--- config.mk ---
export PLATFORM = sky130hd
export DESIGN_NAME = ext_mem_loader
export DESIGN_NICKNAME = d
export VERILOG_FILES = /design/src/rtl/ext_mem_loader.sv
export SDC_FILE = /design/constraint.sdc
export NUM_CORES = 1
export LEC_CHECK = 0
export BUFFER_PORTS_ARGS = -buffer_cell sky130_fd_sc_hd__clkbuf_2
export CORE_AREA = 3 3 161 163
export CTS_CLUSTER_SIZE = 16
export DETAILED_ROUTE_END_ITERATION = 7
export DIE_AREA = 0 0 164 166
export PLACE_DENSITY = 0.81
export SKIP_CTS_REPAIR_TIMING = 1
export SLEW_MARGIN = 5
export SYNTH_ARGS = -nofsm -noshare
export SYNTH_HDL_FRONTEND = slang
export SYNTH_SLANG_ARGS = --single-unit
--- constraint.sdc ---
create_clock -name clk -period 8.3 [get_ports clk]
set_input_delay 2.49 -clock clk [delete_from_list [all_inputs] [get_ports clk]]
set_output_delay 2.49 -clock clk [all_outputs]
set_load 0.01 [all_outputs]
--- src/rtl/ext_mem_loader.sv ---
// ext_mem_loader: host-side initiator for the CPU's external memory ports.
// Decodes a byte-stream command protocol (load IMEM, load DMEM, run, dump
// DMEM) and drives word writes, word reads and the CPU enable.
// Frame layout: opcode, CNT (16b LE), START (16b LE), then payload bytes.
// Responses: 0xA5 after every valid command, 0xEE for a bad opcode, plus
// 8 bytes per word (LSB first) for a dump.
module ext_mem_loader #(
    parameter int IMEM_AW = 9,
    parameter int DMEM_AW = 10
) (
    input  logic        clk,
    input  logic        arst_n,
    // host byte stream in
    input  logic        s_valid,
    output logic        s_ready,
    input  logic [7:0]  s_data,
    // response byte stream out
    output logic        m_valid,
    input  logic        m_ready,
    output logic [7:0]  m_data,
    // instruction memory port
    output logic [63:0] imem_addr,
    output logic        imem_wen,
    output logic        imem_ren,
    output logic [31:0] imem_wdata,
    // data memory port
    output logic [63:0] dmem_addr,
    output logic        dmem_wen,
    output logic        dmem_ren,
    output logic [63:0] dmem_wdata,
    input  logic [63:0] dmem_rdata,
    // run control and status
    output logic        cpu_enable,
    output logic        busy,
    output logic        err
);

    typedef enum logic [3:0] {
        ST_IDLE,
        ST_HDR,
        ST_LOAD,
        ST_WRITE,
        ST_RUN,
        ST_DUMP_RD,
        ST_DUMP_WAIT,
        ST_DUMP_TX,
        ST_ACK
    } state_t;

    localparam logic [2:0] OP_LOAD_IMEM = 3'd1;
    localparam logic [2:0] OP_LOAD_DMEM = 3'd2;
    localparam logic [2:0] OP_RUN       = 3'd3;
    localparam logic [2:0] OP_DUMP      = 3'd4;

    localparam logic [7:0] RESP_ACK = 8'hA5;
    localparam logic [7:0] RESP_BAD = 8'hEE;

    localparam logic [IMEM_AW-1:0] IMEM_ONE = 1;
    localparam logic [DMEM_AW-1:0] DMEM_ONE = 1;

    state_t             state_reg;
    logic [2:0]         op_reg;          // low bits of the accepted opcode (1..4)
    logic [1:0]         hdr_idx_reg;     // which header byte comes next
    logic [15:0]        cnt_reg;         // CNT as received
    logic [7:0]         start_lo_reg;    // START[7:0], joined with byte 4
    logic [15:0]        remain_reg;      // words / cycles still to go
    logic [IMEM_AW-1:0] imem_idx_reg;    // IMEM word index, wraps naturally
    logic [DMEM_AW-1:0] dmem_idx_reg;    // DMEM word index, wraps naturally
    logic [2:0]         byte_idx_reg;    // byte lane within the current word
    logic [63:0]        word_reg;        // assembly / transmit shift buffer

    logic               s_accept;
    logic               m_accept;
    logic               last_byte;
    logic [63:0]        word_next;
    logic [IMEM_AW-1:0] imem_idx_inc;
    logic [DMEM_AW-1:0] dmem_idx_inc;

    // Byte acceptance: a pending bad-opcode response must drain before the
    // next opcode is taken, so responses never reorder. Held off in reset.
    assign s_ready = arst_n &&
                     (((state_reg == ST_IDLE) && !m_valid) ||
                      (state_reg == ST_HDR) ||
                      (state_reg == ST_LOAD));

    assign s_accept = s_valid && s_ready;
    assign m_accept = m_valid && m_ready;
    assign busy     = (state_reg != ST_IDLE);
    assign imem_ren = 1'b0;

    assign last_byte    = (op_reg == OP_LOAD_DMEM) ? (byte_idx_reg == 3'd7)
                                                   : (byte_idx_reg == 3'd3);
    assign imem_idx_inc = imem_idx_reg + IMEM_ONE;
    assign dmem_idx_inc = dmem_idx_reg + DMEM_ONE;

    // Little-endian word assembly: the incoming byte replaces the lane
    // selected by byte_idx_reg, every other lane keeps its value.
    genvar gi;
    generate
        for (gi = 0; gi < 8; gi++) begin : g_lane
            assign word_next[gi*8 +: 8] = (byte_idx_reg == 3'(gi)) ? s_data
                                                                   : word_reg[gi*8 +: 8];
        end
    endgenerate

    // Command FSM with registered strobes, addresses, data and response byte.
    always_ff @(posedge clk) begin
        if (!arst_n) begin
            state_reg    <= ST_IDLE;
            op_reg       <= 3'd0;
            hdr_idx_reg  <= 2'd0;
            cnt_reg      <= 16'd0;
            start_lo_reg <= 8'd0;
            remain_reg   <= 16'd0;
            imem_idx_reg <= '0;
            dmem_idx_reg <= '0;
            byte_idx_reg <= 3'd0;
            word_reg     <= 64'd0;
            m_valid      <= 1'b0;
            m_data       <= 8'd0;
            imem_addr    <= 64'd0;
            imem_wen     <= 1'b0;
            imem_wdata   <= 32'd0;
            dmem_addr    <= 64'd0;
            dmem_wen     <= 1'b0;
            dmem_ren     <= 1'b0;
            dmem_wdata   <= 64'd0;
            cpu_enable   <= 1'b0;
            err          <= 1'b0;
        end else begin
            case (state_reg)
                ST_IDLE: begin
                    if (m_accept) begin
                        m_valid <= 1'b0;
                    end
                    if (s_accept) begin
                        if (s_data inside {[8'h01:8'h04]}) begin
                            op_reg      <= s_data[2:0];
                            hdr_idx_reg <= 2'd0;
                            state_reg   <= ST_HDR;
                        end else begin
                            // Only the opcode byte is consumed; stay in IDLE.
                            err     <= 1'b1;
                            m_valid <= 1'b1;
                            m_data  <= RESP_BAD;
                        end
                    end
                end

                ST_HDR: begin
                    if (s_accept) begin
                        hdr_idx_reg <= hdr_idx_reg + 2'd1;
                        case (hdr_idx_reg)
                            2'd0: cnt_reg[7:0]  <= s_data;
                            2'd1: cnt_reg[15:8] <= s_data;
                            2'd2: start_lo_reg  <= s_data;
                            default: begin
                                // Header complete: START = {s_data, start_lo_reg}.
                                remain_reg   <= cnt_reg;
                                imem_idx_reg <= IMEM_AW'({s_data, start_lo_reg});
                                dmem_idx_reg <= DMEM_AW'({s_data, start_lo_reg});
                                byte_idx_reg <= 3'd0;
                                word_reg     <= 64'd0;
                                if (cnt_reg == 16'd0) begin
                                    m_valid   <= 1'b1;
                                    m_data    <= RESP_ACK;
                                    state_reg <= ST_ACK;
                                end else if (op_reg == OP_RUN) begin
                                    cpu_enable <= 1'b1;
                                    state_reg  <= ST_RUN;
                                end else if (op_reg == OP_DUMP) begin
                                    dmem_ren  <= 1'b1;
                                    dmem_addr <= 64'({DMEM_AW'({s_data, start_lo_reg}), 3'b000});
                                    state_reg <= ST_DUMP_RD;
                                end else begin
                                    state_reg <= ST_LOAD;
                                end
                            end
                        endcase
                    end
                end

                ST_LOAD: begin
                    if (s_accept) begin
                        word_reg     <= word_next;
                        byte_idx_reg <= byte_idx_reg + 3'd1;
                        if (last_byte) begin
                            byte_idx_reg <= 3'd0;
                            state_reg    <= ST_WRITE;
                            if (op_reg == OP_LOAD_DMEM) begin
                                dmem_wen   <= 1'b1;
                                dmem_addr  <= 64'({dmem_idx_reg, 3'b000});
                                dmem_wdata <= word_next;
                            end else begin
                                imem_wen   <= 1'b1;
                                imem_addr  <= 64'({imem_idx_reg, 2'b00});
                                imem_wdata <= word_next[31:0];
                            end
                        end
                    end
                end

                ST_WRITE: begin
                    // The strobe was raised on entry, so it lasts exactly this cycle.
                    imem_wen     <= 1'b0;
                    dmem_wen     <= 1'b0;
                    imem_idx_reg <= imem_idx_inc;
                    dmem_idx_reg <= dmem_idx_inc;
                    remain_reg   <= remain_reg - 16'd1;
                    word_reg     <= 64'd0;
                    if (remain_reg == 16'd1) begin
                        m_valid   <= 1'b1;
                        m_data    <= RESP_ACK;
                        state_reg <= ST_ACK;
                    end else begin
                        state_reg <= ST_LOAD;
                    end
                end

                ST_RUN: begin
                    // cpu_enable was raised on entry; one RUN cycle per count.
                    remain_reg <= remain_reg - 16'd1;
                    if (remain_reg == 16'd1) begin
                        cpu_enable <= 1'b0;
                        m_valid    <= 1'b1;
                        m_data     <= RESP_ACK;
                        state_reg  <= ST_ACK;
                    end
                end

                ST_DUMP_RD: begin
                    dmem_ren  <= 1'b0;
                    state_reg <= ST_DUMP_WAIT;
                end

                ST_DUMP_WAIT: begin
                    // Read data is valid the cycle after the read strobe.
                    word_reg     <= dmem_rdata;
                    m_valid      <= 1'b1;
                    m_data       <= dmem_rdata[7:0];
                    byte_idx_reg <= 3'd0;
                    state_reg    <= ST_DUMP_TX;
                end

                ST_DUMP_TX: begin
                    if (m_accept) begin
                        if (byte_idx_reg == 3'd7) begin
                            dmem_idx_reg <= dmem_idx_inc;
                            remain_reg   <= remain_reg - 16'd1;
                            if (remain_reg == 16'd1) begin
                                m_data    <= RESP_ACK;
                                state_reg <= ST_ACK;
                            end else begin
                                m_valid   <= 1'b0;
                                dmem_ren  <= 1'b1;
                                dmem_addr <= 64'({dmem_idx_inc, 3'b000});
                                state_reg <= ST_DUMP_RD;
                            end
                        end else begin
                            byte_idx_reg <= byte_idx_reg + 3'd1;
                            word_reg     <= word_reg >> 8;
                            m_data       <= word_reg[15:8];
                        end
                    end
                end

                ST_ACK: begin
                    if (m_accept) begin
                        m_valid   <= 1'b0;
                        state_reg <= ST_IDLE;
                    end
                end

                default: begin
                    state_reg <= ST_IDLE;
                end
            endcase
        end
    end

endmodule

==> qor.yml <==
yosysTopAreaCell: "dfxtp_1"
leakagePower_uw: 0.00590
crit_type: "in2out"
fmax_mhz: 159
cts.path.max_buffers: 3
vias_per_cell: 6.01
rows: 57
skew_ns: 0.0309
yosys_warnings: 0
r2r_setup_slack_ns: 4.46
dieHeight_microns: 166
synthCells: 1631
synth.cell_area_sq_um: 13600
finalNetCount: 1829
synthArstFlopShare_pct: 0
pwr_density_cell_nw_per_um2: 191
hp-class: "reg2reg"
finalHoldViolCount: 0
grt_pass1_vias: 11400
vias: 12500
worst_slew_pin_slew_ns: 1.26
grt_usage_pct: 27.2
finalCritPeriodShare_pct: 75.8
die_area_sq_um: 27200
synth_top_area_share_pct: 39.0
wirelength_mm: 39.3
final_cell_mix: "dfxtp_1, nor2_1, clkbuf_2, nand2_1, a211oi_1"
layout_setup_ws_ns: 2.01
floorplan.initialDensity_pct: 55.4
io_pins: 317
ant_nets: 0
critical_path.endpoint_type: "primary output"
gr-total-overflow: 0
peakVddDrop_uv: 166
antenna_found_initial: 0
maxCapViolations: 0
htreeDepth: 1
firstDrtPassIters: 7
avgSynthCellArea_sq_um: 8.31
yosysSeqAreaShare_pct: 39.0
final_common_cell: "dfxtp_1"
rsz0062_at_grt: "false"
setup_viol: 0
clkSinkCount: 264
place_congestion: 0.898
post-place-ws_ns: 2.02
whs_ns: 0.456
cp.required_ns: 5.81
drive_above_1_share_pct: 16.7
synthFlopType: "dfxtp_1"
insertion_delay_ns: 0.57
drtIter0Drc: 1415
synth_area_leaders: "dfxtp_1, mux2i_1, a211oi_1"
synth_seq_cells: 264
n_antenna_cell: 0
cts_root_buf: "clkbuf_16"
detailed_place_hpwl_mm: 26.1
wl_per_cell_microns: 18.9
area_growth_pct: 12.8
maxSlewViolCount: 0
max-slew-margin-rel_pct: 16.3
post-route-min-period_ns: 6.29
crit_fanout: 33
worst_setup_path_start_kind: "input pin"
outcome: "finished, final reports clean"
port-buffer-count: 206
synth_edf_count: 0
numCtsBuffers: 28
grt_first_pass_wirelength_mm: 61.5
tritoncts: "built"
tns_ns: 0
grt_start_max_net_pins: 135
clk_pin_slew_worst_paths_ns: 0.06
remaining_drc_errors: 0
dieWidth_microns: 164
core-area_sq_um: 24500
ys_types: 73
critPathArrivalTime_ns: 3.80
power by group:
| group | total, uW | internal (uW) | switching (uW) |
|---|---|---|---|
| clock network | 1540 | 996 | 541 |
| logic | 115 | 28.3 | 86.4 |
| registers | 1270 | 1270 | 3.86 |
| total | 2930 | 2300 | 631 |
per-stage QoR:
step | utilization, % | power, uW | cell area, sq um | std cells
floorplan | - | 1410 | 14000 | 1740
finish | 62.5 | 2930 | 15300 | 2085
global route | 62.5 | 3000 | 15300 | 2085
global placement | 57.7 | 1410 | 14100 | 2033
detailed placement | 57.7 | 1410 | 14100 | 2033
CTS | 62.5 | 2930 | 15300 | 2085
critical path, cell delays in order:
cell and delay [ns]:
clkbuf_2 0.63, nor3b_2 0.35, and3_1 0.20, clkbuf_2 0.13
cell families (layout without fill, tap and decap cells):
family	Yosys count	after routing	share of synthesized area, %
multiplexers	109	109	8.08
buffers and inverters	263	284	10.8
other	1	110	0.0277
AND/OR/NAND/NOR	527	527	17.4
flip-flops	264	264	39.0
AO/OA/AOI/OAI	452	452	23.4
XOR/XNOR	1	1	0.0646
adder cells (fa/ha/maj)	14	14	1.29
final timing paths:
path                                      start             to  cells after the start
worst max register to register  byte_idx_reg[0]  dmem_wdata[0]                      7
worst max-delay path                     arst_n        s_ready                      4
worst min register to register     dmem_addr[3]   dmem_addr[3]                      2
worst min-delay path               dmem_addr[3]   dmem_addr[3]                      2
layer usage:
metal | track usage [%] | up-vias | part of all wire (%)
li1 | - | 5884 | -
met1 | 37.9 | 5866 | 41
met2 | 42.7 | 693 | 45
met3 | 4.94 | 92 | 10
met4 | 9.01 | 0 | 3.3
met5 | 0 | - | 0
cell type report:
class	instances	area, sq um
Inverter	14	57.6
Multi-Input combinational cell	1213	7240
Sequential cell	264	5290
Clock inverter	15	360
Tap cell	324	405
Fill cell	2087	9180
Clock buffer	37	805
Timing Repair Buffer	218	1130
cell usage after synthesis (all sizes together) (10+ instances only):
library cell and count:
ha 14, a21oi 88, dfxtp 264, a211oi 129
o21ai 76, o211a 12, a22oi 32, buf 152
nor4 10, a311oi 12, nand2b 14, inv 14
nor2b 16, nand2 133, o211ai 11, nor2 247
clkbuf 97, and3 11, a221oi 32, nor3 22
mux2i 106, nand3 37
(Power assumes the default switching activity.)
